<file path="config.mk">
export PLATFORM = sky130hd
export DESIGN_NAME = fifo_wr_arbiter
export DESIGN_NICKNAME = d
export VERILOG_FILES = /design/src/rtl/fifo_wr_arbiter.sv
export SDC_FILE = /design/constraint.sdc
export NUM_CORES = 1
export LEC_CHECK = 0
export CAP_MARGIN = 20
export CORE_MARGIN = 2
export CORE_UTILIZATION = 30
export CTS_BUF_LIST = sky130_fd_sc_hd__clkbuf_8
export DETAILED_ROUTE_END_ITERATION = 10
export PLACE_DENSITY = 0.88
export SLEW_MARGIN = 20
export SYNTH_ARGS = -nofsm -noshare
export SYNTH_HDL_FRONTEND = slang
export SYNTH_SLANG_ARGS = --single-unit
export TNS_END_PERCENT = 5
</file>
<file path="constraint.sdc">
create_clock -name clk -period 3.3 [get_ports clk]
set_clock_uncertainty 0.05 [all_clocks]
set_input_delay 0.66 -clock clk [delete_from_list [all_inputs] [get_ports clk]]
set_output_delay 0.66 -clock clk [all_outputs]
set_load 0.02 [all_outputs]
</file>
<file path="src/rtl/fifo_wr_arbiter.sv">
// Round-robin write-port arbiter for a single FIFO: NUM_REQ valid/accept requesters,
// bursts capped at MAX_BURST beats, one IDLE arbitration cycle between bursts.
module fifo_wr_arbiter #(
    parameter int unsigned NUM_REQ   = 4,
    parameter int unsigned WIDTH     = 32,
    parameter int unsigned MAX_BURST = 4
) (
    input  logic                       clk,
    input  logic                       resetn,
    input  logic [NUM_REQ-1:0]         req,
    input  logic [NUM_REQ*WIDTH-1:0]   req_data,
    input  logic [NUM_REQ-1:0]         req_last,
    output logic [NUM_REQ-1:0]         gnt,
    input  logic                       fifo_full,
    output logic                       fifo_wr_en,
    output logic [WIDTH-1:0]           fifo_data_in,
    output logic [$clog2(NUM_REQ)-1:0] owner,
    output logic                       busy
);

    localparam int unsigned OW = $clog2(NUM_REQ);
    localparam int unsigned CW = $clog2(MAX_BURST + 1);

    typedef enum logic [0:0] {StIdle, StGrant} state_e;

    state_e        state_q, state_d;
    logic [OW-1:0] owner_q, owner_d;
    logic [OW-1:0] rr_ptr_q, rr_ptr_d;
    logic [CW-1:0] beat_cnt_q, beat_cnt_d;

    logic [OW-1:0] pick;
    logic [OW-1:0] cand;
    logic [OW-1:0] owner_next;
    logic          beat;

    // Walk downward so the candidate closest to rr_ptr is the last one written.
    always_comb begin
        pick = '0;
        cand = '0;
        for (int k = NUM_REQ - 1; k >= 0; k--) begin
            cand = OW'((int'(rr_ptr_q) + k) % NUM_REQ);
            if (req[cand]) begin
                pick = cand;
            end
        end
    end

    // Explicit wrap: NUM_REQ need not be a power of two.
    assign owner_next = (owner_q == OW'(NUM_REQ - 1)) ? '0 : owner_q + 1'b1;
    assign beat       = req[owner_q] & ~fifo_full;
    assign owner      = owner_q;

    always_comb begin
        state_d      = state_q;
        owner_d      = owner_q;
        rr_ptr_d     = rr_ptr_q;
        beat_cnt_d   = beat_cnt_q;
        gnt          = '0;
        fifo_wr_en   = 1'b0;
        fifo_data_in = '0;
        busy         = 1'b0;

        unique case (state_q)
            StIdle: begin
                if (|req) begin
                    owner_d    = pick;
                    beat_cnt_d = '0;
                    state_d    = StGrant;
                end
            end
            StGrant: begin
                busy         = 1'b1;
                fifo_data_in = req_data[owner_q*WIDTH +: WIDTH];
                if (beat) begin
                    gnt[owner_q] = 1'b1;
                    fifo_wr_en   = 1'b1;
                    if (req_last[owner_q] || beat_cnt_q == CW'(MAX_BURST - 1)) begin
                        state_d  = StIdle;
                        rr_ptr_d = owner_next;
                    end else begin
                        beat_cnt_d = beat_cnt_q + 1'b1;
                    end
                end else if (!req[owner_q]) begin
                    state_d  = StIdle;
                    rr_ptr_d = owner_next;
                end
            end
            default: state_d = StIdle;
        endcase
    end

    always_ff @(posedge clk or negedge resetn) begin
        if (!resetn) begin
            state_q    <= StIdle;
            owner_q    <= '0;
            rr_ptr_q   <= '0;
            beat_cnt_q <= '0;
        end else begin
            state_q    <= state_d;
            owner_q    <= owner_d;
            rr_ptr_q   <= rr_ptr_d;
            beat_cnt_q <= beat_cnt_d;
        end
    end

endmodule
</file>
# Word level (Yosys, flattened, before mapping)
# Index checks and enable logic that the tools add are counted.
[op_classes]
add_sub_neg = 5
n_lt_le_gt_ge = 6
n_eq_ne = 7
shift = 1
n_mux = 37
n_bitwise = 3
reduce_logical = 6
[ops]
columns = ["operator", "n"]
rows = [
  ["indexed part select 128 x 8 -> 32 bit", 1],
  ["two-way mux 32 bit", 1],
  ["two-way mux 2 bit", 8],
  ["less-than comparator 2 x 3 -> 1 bit (second input constant)", 5],
  ["two-way mux 1 bit", 14],
  ["binary-select mux 1 bit (select 2 bit)", 6],
  ["two-way mux 3 bit", 3],
  ["two-way mux 4 bit", 2],
  ["inequality test 2 bit (second input constant)", 3],
  ["one-hot mux 3 bit (2 select lines)", 1],
  ["AND reduction 3 bit", 2],
  ["adder 2 x 1 -> 2 bit (second input constant)", 2],
  ["adder 2 bit (second input constant)", 2],
  ["inequality test 2 x 1 -> 1 bit (second input constant)", 2],
  ["OR reduction 4 bit", 1],
  ["adder 3 x 1 -> 3 bit (second input constant)", 1],
  ["== test 3 x 2 -> 1 bit (second input constant)", 1],
  ["demux 1 bit (select 2 bit)", 1],
  ["== test 2 bit (second input constant)", 1],
  ["greater-or-equal comparator 2 x 1 -> 1 bit (second input constant)", 1],
  ["NOT 1 bit", 2],
  ["one-hot mux 1 bit (2 select lines)", 1],
  ["AND reduction 2 bit", 1],
  ["bitwise AND 1 bit", 1],
  ["other kinds (2)", 2],
]
[totals]
register_bits = 8
input_bits = 139
output_inout_bits = 40
word_cells = 69

# Longest topological paths before layout
[logic_depth]
depth_word = 7
ltp_mapped = 6
ltp_nobuf = 5

# Worst setup path before layout
# OpenSTA, ideal clock, no wires.
[synth_path]
path_type = "flip-flop to output port"
startpoint = "reg owner_q[0], in the netlist owner[0]"
endpoint = "out fifo_data_in[10]"
arrival_ps = 1724
required_ps = 2590
setup_slack_ps = 866
path_stages_with_launch = 5
n_path_buf = 2
cell_sequence = "dfrtp_1 > buf_6 > buf_2 > mux4_2 > and2_1"
[synth_via]
elab_chain_cells = 2
[synth_lines]
columns = ["item", "line_no", "rtl"]
rows = [
  ["start, declared", "27", "logic [OW-1:0] owner_q, owner_d;"],
  ["start signal, assigned", "100", "owner_q <= owner_d;"],
  ["indexed part select 128 x 8 -> 32 bit", "73", "fifo_data_in = req_data[owner_q*WIDTH +: WIDTH];"],
  ["two-way mux 32 bit", "63", "unique case (state_q)"],
  ["end, declared", "16", "output logic [WIDTH-1:0] fifo_data_in,"],
]
# No other way between the ends.

# Worst setup path after layout
[layout_path]
startpoint = "in req[3]"
endpoint = "out gnt[0]"
[layout_via]
elab_chain_cells = 5
[layout_lines]
columns = ["item", "line_no", "rtl"]
rows = [
  ["start, declared", "10", "input logic [NUM_REQ-1:0] req,"],
  ["binary-select mux 1 bit (select 2 bit)", "50", "assign beat = req[owner_q] & ~fifo_full;"],
  ["two-way mux 1 bit (not written as such)", "50", ""],
  ["bitwise AND 1 bit", "50", ""],
  ["two-way mux 4 bit", "74", "if (beat) begin"],
  ["two-way mux 4 bit", "63", ""],
  ["end, declared", "13", "output logic [NUM_REQ-1:0] gnt,"],
]
# No other way between the ends. The select of a mux whose other input is x is not followed.

==> metrics.md <==
| Metric | Value |
|---|---|
| Outcome | completed |
| Peak supply drop | 379 uV |
| Sink Count | 8 |
| Global-route wire length before repair | 10600 um |
| Number of antenna diodes | 0 |
| WP data arrival | 2470 ps |
| Total Wirelength | 6770 um |
| Drt pass-1 iters | 4 |
| Bufs on Longest Clock Path | 2 |
| Die area | 5800 um2 |
| Post-CTS Setup Inserts | 0 |
| Async set-reset flop share out of synthesis | 100% |
| H-tree Lvls | 1 |
| R2r worst-path depth | 3 |
| CP startpoint | req[3] |
| Initial core utilization | 30.8% |
| Root Driver | clkbuf_8 |
| Relative slew slack | 69.5% |
| Register bit total from synthesis | 8 |
| Fin Hold WS | 430 ps |
| Count of input and output buffers | 178 |
| GRT met3 Usage | 6.64% |
| Setup crit end | gnt[0] |
| DR vias | 1867 |
| R2R setup slack | 1270 ps |
| Number of global-route vias before repair | 2026 |
| Library cells used by synthesis | 26 |
| Initial antenna violation count | 0 |
| Fmax | 0.314 GHz |
| WS Path Type | in -> out |
| Gr busiest metal | met2 |
| CP Cell Sequence | clkdlybuf4s50_1 -> mux4_2 -> and3_1 -> clkdlybuf4s50_1 |
| Met1 usage | 27.7% |
| Crit start category | input port |
| Layout area overhead | 122% |
| Slew @ Worst Pin | 447 ps |
| Worst-path clk slew | 40 ps |
| Later-pin clock latency in the skew report | 220 ps |
| Met2 Usage GRT | 41.3% |
| Reg-to-Reg End | rr_ptr_q[1] |
| Overflow after GRT | 0 |
| CP endpoint kind | primary output |
| Final setup fails | 0 |
| Drt via density | 4.95 |
| Hold depth | 1 |
| Final ANT Viol Nets | 0 |
| WP buf/inv | 2 |
| DR WL/cell | 17.9 um |
| Placer Congestion | 0.809 |
| Syn nets | 278 |
| Die height | 76.2 um |
| Core Region | 5070 um2 |
| Top_reg_cell synth | dfrtp_1 |
| CP peak stage delay | 590 ps |
| Number of synthesized flops with an enable pin | 0 |
| Synthesis Warnings | 0 |
| NumNets Final | 453 |
| Crit-path max FO | 7 |
| CTS Buf Count | 3 |
| Worst reg2reg path startpoint | owner[0] |
| RSZ-0062 raised after global routing | false |
| Syn Inst Count | 133 |
| Syn_area_per_cell | 11.7 um2 |
| Cell area after synthesis | 1560 um2 |
| Post-detail-place hpwl | 5890 um |
| Most frequent cells in the layout | clkdlybuf4s50_1 (178), mux4_2 (33), and2_1 (32), dfrtp_1 (7) |
| Largest net degree at the start of global routing | 23 |
| Layout cells sized above 1 | 15.0% |
| Crit-path leading delay family | buffers and inverters |
| Most frequent cell on the critical path | clkdlybuf4s50_1 |
| Pwr/cell area | 676 nW/um2 |
| Commonest non-fill, non-tap cell in the layout | clkdlybuf4s50_1 |
| Max-cap violations | 0 |
| Period utilization | 96.4% |
| Seq/Total Area, Yosys | 12.8% |
| Overall Global Routing Usage | 23.4% |
| Hold Path Class | reg -> reg |
| Leak Pwr | 1.30 nW |
| Sum Neg Setup Slack | 0 ps |
| # rows | 26 |
| Boundary Pins | 179 |
| Residual DRC count | 0 |
| Die width | 76.2 um |
| Cts hold-fix bufs | 0 |
| CTS tree | built |
| Final number of max-transition violations | 0 |
| Critical Path RT | 2590 ps |
| Crit path time final | 3180 ps |
| DRT iter0 DRCs | 70 |
| Final Hold Vio Count | 0 |
| Critical Path Stages | 4 |
| CP max-delay cell | mux4_2 |
| Post-CTS resize count | 0 |
-- metrics by stage --
step | power (W) | std cells | utilization (%) | setup slack [ps] | cell area [um2]
floorplan | 0.00140 | 133 | - | 866 | 1560
detailed placement | 0.00226 | 373 | 67.5 | 126 | 3430
finish | 0.00235 | 377 | 68.4 | 120 | 3470
CTS | 0.00238 | 377 | 68.4 | 128 | 3470
global route | 0.00251 | 377 | 68.4 | 61.1 | 3470
global placement | 0.00223 | 373 | 67.5 | 141 | 3430
-- metal layers --
metal | vias to the layer above | routed length [um]
met5 | - | 0
met3 | 16 | 573
li1 | 861 | -
met1 | 877 | 2540
met2 | 113 | 3450
met4 | 0 | 199
-- power by group --
group	switching (W)	internal, W
Sequential	0.000113	0.000138
Combinational	0.000834	0.00115
Clock	0.0000366	0.0000804
Total	0.000983	0.00137
-- cell usage after synthesis (all sizes together) (2+ instances only) --
master	count	area share, %
nand2	6	1.4
and3	4	1.6
o21ai	3	0.96
clkbuf	7	1.7
nor2	4	0.96
buf	6	2.7
nor2b	2	0.80
mux4	34	49
and2	34	14
dfrtp	8	13
mux2i	4	2.6
mux2	2	1.4
ha	6	4.8
inv	5	1.2
-- sequential cells by signal (all words and copies together), names as in the netlist --
name        flops
rr_ptr_q        2
owner           2
beat_cnt_q      3
state_q         1
-- area by class of cell --
class | count | area [um2]
Sequential cell | 8 | 201
Clock inverter | 1 | 3.75
Clock buffer | 3 | 41.3
Fill cell | 389 | 1600
Inverter | 5 | 18.8
Multi-Input combinational cell | 107 | 1270
Tap cell | 70 | 87.6
Timing Repair Buffer | 183 | 1840
-- how the worst min path moves through the flow --
stage | startpoint | end | slack, ps
finish | beat_cnt_q[0] | beat_cnt_q[0] | 430
global placement | beat_cnt_q[0] | beat_cnt_q[0] | 420
floorplan | resetn | beat_cnt_q[0] | 310
CTS | beat_cnt_q[0] | beat_cnt_q[0] | 440
global route | beat_cnt_q[0] | beat_cnt_q[0] | 470
detailed placement | beat_cnt_q[0] | beat_cnt_q[0] | 430
-- cell families after synthesis --
logic type	count (synthesis)	share of synthesized area (%)
compound gates	9	3.92
fa+ha+maj	6	4.80
buf+inv	18	5.60
flops	8	12.8
mux	40	53.2
simple gates	52	19.6
No activity file was read; power rests on OpenSTA's default activity.
